## src/rtl/mem_stage_access.sv

```systemverilog
// Memory-stage access controller: drives the data-memory req/ack handshake for LW/SW,
// stalls upstream while an access is outstanding, and registers the MEM/WB slot.
// Optional: define MEM_STAGE_TIMEOUT_EN to abort accesses whose ack never arrives.
module mem_stage_access #(
    parameter logic [3:0] OP_LW   = 4'h1,
    parameter logic [3:0] OP_SW   = 4'h2,
    parameter logic [3:0] OP_BEQ  = 4'h3,
    parameter logic [7:0] TIMEOUT = 8'd16
) (
    input  logic        clock,
    input  logic        reset,
    input  logic [19:0] instruction,
    input  logic        aluZERO,
    input  logic [19:0] aluRESULT,
    input  logic [19:0] storeDATA,
    output logic        dmem_req,
    output logic        dmem_we,
    output logic [19:0] dmem_addr,
    output logic [19:0] dmem_wdata,
    input  logic [19:0] dmem_rdata,
    input  logic        dmem_ack,
    output logic        stall,
    output logic        branchTAKEN,
    output logic        validOUT,
    output logic [19:0] memDATAout,
    output logic [19:0] aluRESULTout,
    output logic [19:0] instructionPropagation,
    output logic        memERROR
);

    localparam logic [0:0] IDLE = 1'b0;
    localparam logic [0:0] WAIT = 1'b1;

    logic [0:0]  state;
    logic [19:0] saved_instr;
    logic [3:0]  opcode;
    logic        is_mem;
    logic        abort;

    assign opcode = instruction[19:16];
    assign is_mem = (opcode == OP_LW) || (opcode == OP_SW);

`ifdef MEM_STAGE_TIMEOUT_EN
    logic [7:0] wait_count;

    assign abort = (state == WAIT) && !dmem_ack && (wait_count == TIMEOUT);

    // Counts WAIT cycles without ack; restarts each time a new access is launched.
    always_ff @(posedge clock) begin
        if (reset) begin
            wait_count <= 8'd0;
        end else if ((state == IDLE) && is_mem) begin
            wait_count <= 8'd0;
        end else if ((state == WAIT) && !dmem_ack && !abort) begin
            wait_count <= wait_count + 8'd1;
        end else begin
            wait_count <= wait_count;
        end
    end

    // One-cycle error pulse on the abort edge.
    always_ff @(posedge clock) begin
        if (reset) begin
            memERROR <= 1'b0;
        end else begin
            memERROR <= abort;
        end
    end
`else
    logic unused_timeout;

    assign unused_timeout = ^TIMEOUT;
    assign abort          = 1'b0;
    assign memERROR       = 1'b0;
`endif

    // Held low during reset so a memory opcode on the inputs cannot freeze upstream.
    assign stall = !reset && (((state == IDLE) && is_mem) ||
                              ((state == WAIT) && !dmem_ack && !abort));

    // Access FSM plus the MEM/WB output register.
    always_ff @(posedge clock) begin
        if (reset) begin
            state                  <= IDLE;
            saved_instr            <= 20'd0;
            dmem_req               <= 1'b0;
            dmem_we                <= 1'b0;
            dmem_addr              <= 20'd0;
            dmem_wdata             <= 20'd0;
            branchTAKEN            <= 1'b0;
            validOUT               <= 1'b0;
            memDATAout             <= 20'd0;
            aluRESULTout           <= 20'd0;
            instructionPropagation <= 20'd0;
        end else begin
            case (state)
                IDLE: begin
                    if (is_mem) begin
                        dmem_addr              <= aluRESULT;
                        dmem_wdata             <= (opcode == OP_SW) ? storeDATA : 20'd0;
                        dmem_we                <= (opcode == OP_SW);
                        saved_instr            <= instruction;
                        dmem_req               <= 1'b1;
                        validOUT               <= 1'b0;
                        instructionPropagation <= 20'd0;
                        branchTAKEN            <= 1'b0;
                        state                  <= WAIT;
                    end else begin
                        aluRESULTout           <= aluRESULT;
                        instructionPropagation <= instruction;
                        memDATAout             <= 20'd0;
                        validOUT               <= (instruction != 20'd0);
                        branchTAKEN            <= (opcode == OP_BEQ) && aluZERO;
                    end
                end
                WAIT: begin
                    branchTAKEN <= 1'b0;
                    if (dmem_ack) begin
                        dmem_req               <= 1'b0;
                        memDATAout             <= dmem_we ? 20'd0 : dmem_rdata;
                        aluRESULTout           <= dmem_addr;
                        instructionPropagation <= saved_instr;
                        validOUT               <= 1'b1;
                        state                  <= IDLE;
                    end else if (abort) begin
                        // Timed-out access is dropped; only a bubble reaches MEM/WB.
                        dmem_req               <= 1'b0;
                        validOUT               <= 1'b0;
                        instructionPropagation <= 20'd0;
                        state                  <= IDLE;
                    end else begin
                        validOUT               <= 1'b0;
                        instructionPropagation <= 20'd0;
                    end
                end
                default: begin
                    state    <= IDLE;
                    dmem_req <= 1'b0;
                end
            endcase
        end
    end

endmodule

```

## config.mk

```make
export PLATFORM = sky130hd
export DESIGN_NAME = mem_stage_access
export DESIGN_NICKNAME = d
export VERILOG_FILES = /design/src/rtl/mem_stage_access.sv
export SDC_FILE = /design/constraint.sdc
export NUM_CORES = 1
export LEC_CHECK = 0
export CORE_MARGIN = 2
export CORE_UTILIZATION = 40
export CTS_BUF_LIST = sky130_fd_sc_hd__clkbuf_8
export DETAILED_ROUTE_END_ITERATION = 8
export PLACE_DENSITY_LB_ADDON = 0.1
export SYNTH_ARGS = -nofsm -noshare
export SYNTH_HDL_FRONTEND = slang
export SYNTH_SLANG_ARGS = --single-unit
```

## constraint.sdc

```tcl
create_clock -name clock -period 1.65 [get_ports clock]
set_input_delay 0.33 -clock clock [delete_from_list [all_inputs] [get_ports clock]]
set_output_delay 0.33 -clock clock [all_outputs]
set_load 0.02 [all_outputs]
```

==> reports/metrics.cfg <==
[outcome]
outcome = finished with violations
violations = negative setup slack

[grt]
grt-busiest-layer = met2
grt_use_met3 = 0.06641
grtUsageMet1 = 0.3168
grtUsageTotal = 0.2436
grt_pass1_wl_mm = 23.83
grt_overflow_total = 0
antenna_found_initial = 0
use_met2 = 0.3955
grt_max_degree = 51
grt_pass1_vias = 4412

[timing]
fin_ws_ns = -0.2674
worst_pin_slew_ns = 0.7395
setup_viol = 104
hold_viol = 0
rsz0062_at_grt = yes
max_slew_margin = 0.5070
finalCritPeriodShare = 1.162
finClkSkew_ns = 0.008468
whs_ns = 0.2869
max_clock_freq_mhz = 521.6
timing.final.max_slew_violations = 0
setup-tns-final_ns = -8.250
min_period_ns = 1.917

[power]
swShare = 0.2691
power_leakage_nw = 3.425
clock_power_share = 0.372
p_seq_frac = 0.452
power_frac_comb = 0.176
ir_drop_v = 0.0004455
power.density_nw_per_um2 = 912.9
internal_power_mw = 5.191
p_switching_mw = 1.911

[clocking]
clkLatencyLatePin_ns = 0.42
cts_inserted_buffers = 17
cts_hold_buf = 0
cts_root_buffer = clkbuf_8
cts.sinks = 125
clk_pin_slew_worst_paths_ns = 0.07
cts_tree = built
cts.path.max_buffers = 2
htreeDepth = 4

[final_layout]
area_growth_pct = 71.44
mostFrequentLayoutCells = dfxtp_1, dlygate4sd2_1, clkdlybuf4s50_1
mostFrequentLayoutCell = dfxtp_1
final_area_sq_um = 7780
drive_gt1_frac = 0.2338
final_util = 0.7114
n_fill_cell = 844
antennaDiodeCount = 0
layout.nets = 751

[place]
port_buffers = 188
place_hpwl_mm = 9.205
gp_congestion = 0.7972
dpl_cell_area_sq_um = 6693
dp_slack_ns = -0.8314

[job]
drv_cap = 0

[floorplanning]
ios = 190
num_rows = 38
dieArea_sq_um = 12210
die_y_um = 110.5
start_util = 0.4150
core_area_sq_um = 10940
fp.dieW_um = 110.5

[worst_setup_path]
rr_worst_depth = 10
r2r-end = dmem_addr[15]
r2r_setup_slack_ns = -0.16
worstPathRequired_ns = 1.32
path_max_fanout = 2
critPathArrivalTime_ns = 1.59
reg2reg_from = state
cp-start-kind = register
worstSetupPathType = register to output pin
end_kind = output pin

[worst_hold_path]
hold_class = input port to register
holdCritStartpoint = reset
min_path_cells = 3
min_to = state

[drt]
drt_first_pass_iters = 5
dr_total_vias = 4499
drc = 0
wl_per_cell_um = 19.10
vias_per_cell = 5.487
ant_nets = 0
drtIter0Drc = 275
finalWirelength_mm = 15.66

[logic_synthesis]
synth_flop_cell = dfxtp_1
ys_warn_count = 0
ys_types = 36
avgSynthCellArea_sq_um = 10.22
async_flop_share = 0
synth_seq_area_share = 0.5514
synthCells = 444
synth_edf_count = 0
syn-cell-area_sq_um = 4538
synth_seq_cells = 125
syn_nets = 528

[worst max path at each step]
stage / from / to
global placement: instruction[19] / stall
finish: state / stall
global route: state / stall
floorplan: reset / stall
detailed placement: instruction[19] / stall
CTS: state / stall
[critical path: stages, from the launching register on]
cell and delay [ns]:
dfxtp_2 0.33, or4_4 0.51, o32ai_4 0.16, buf_6 0.17
[metal layers]
layer  vias to the layer above  wire (um)
met2                       192       7651
li1                       2132          -
met1                      2163       6746
met3                        12       1125
met5                         -          0
met4                         0        139
[power by group through the flow]
stage / Sequential [mW] / Combinational (mW) / Clock (mW)
2_1_floorplan: 3.40 / 0.341 / 0
3_3_place_gp: 3.27 / 1.06 / 0
3_5_place_dp: 3.28 / 1.07 / 0
4_1_cts: 3.21 / 1.17 / 2.69
5_1_grt: 3.22 / 1.31 / 2.84
6_report: 3.21 / 1.25 / 2.64
[sequential cells by signal, summed over array words and instances (netlist names), 20 cells and up]
signal / count
dmem_addr: 20
saved_instr: 20
memDATAout: 20
dmem_wdata: 20
aluRESULTout: 20
instructionPropagation: 20
[area by class of cell]
cell class	instances	area, sq um	share of cell area
clock buffer	20	275.3	0.03538
clock inverter	12	122.6	0.01576
inverter	2	7.507	0.0009649
multi-input combinational	273	2083	0.2678
sequential	125	2504	0.3218
tap	140	175.2	0.02252
timing repair buffer	248	2613	0.3358
[logic make-up after synthesis]
logic type	share of synthesized area
flip-flops	0.5514
XOR/XNOR	0.007170
other	0.0008263
AND/OR/NAND/NOR	0.1053
buffers and inverters	0.05597
AO/OA/AOI/OAI	0.2793
[Yosys cell counts, types with 2 or more instances]
cell type,number,area (sq um)
o21ai_0,34,170.2
clkbuf_1,19,71.32
and2_1,2,12.51
nor3_2,2,20.02
a21oi_1,63,315.3
buf_4,3,22.52
or4_4,2,22.52
buf_2,13,65.06
nor4_1,3,18.77
a22o_1,57,499.2
nor3_1,3,15.01
o2bb2ai_1,20,175.2
o21ai_1,4,20.02
and3_1,23,143.9
nand3_1,39,195.2
dfxtp_1,125,2502
nor2_1,5,18.77
nand2_1,3,11.26
buf_6,7,78.83
[what timing repair did]
| action | CTS | global route |
|---|---|---|
| endpoints found under the setup margin | 181 | 121 |
| pin swaps | 47 | 27 |
| gates resized for setup | 202 | 32 |
| gates cloned | 9 | 2 |
| setup buffers | 16 | 3 |
[through the flow]
stage	std cells	total power, mW
after CTS	817	7.065
final	820	7.102
after floorplan	444	3.745
after global placement	760	4.329
after global routing	820	7.370
after detailed placement	760	4.345
(Power assumes the default switching activity.)
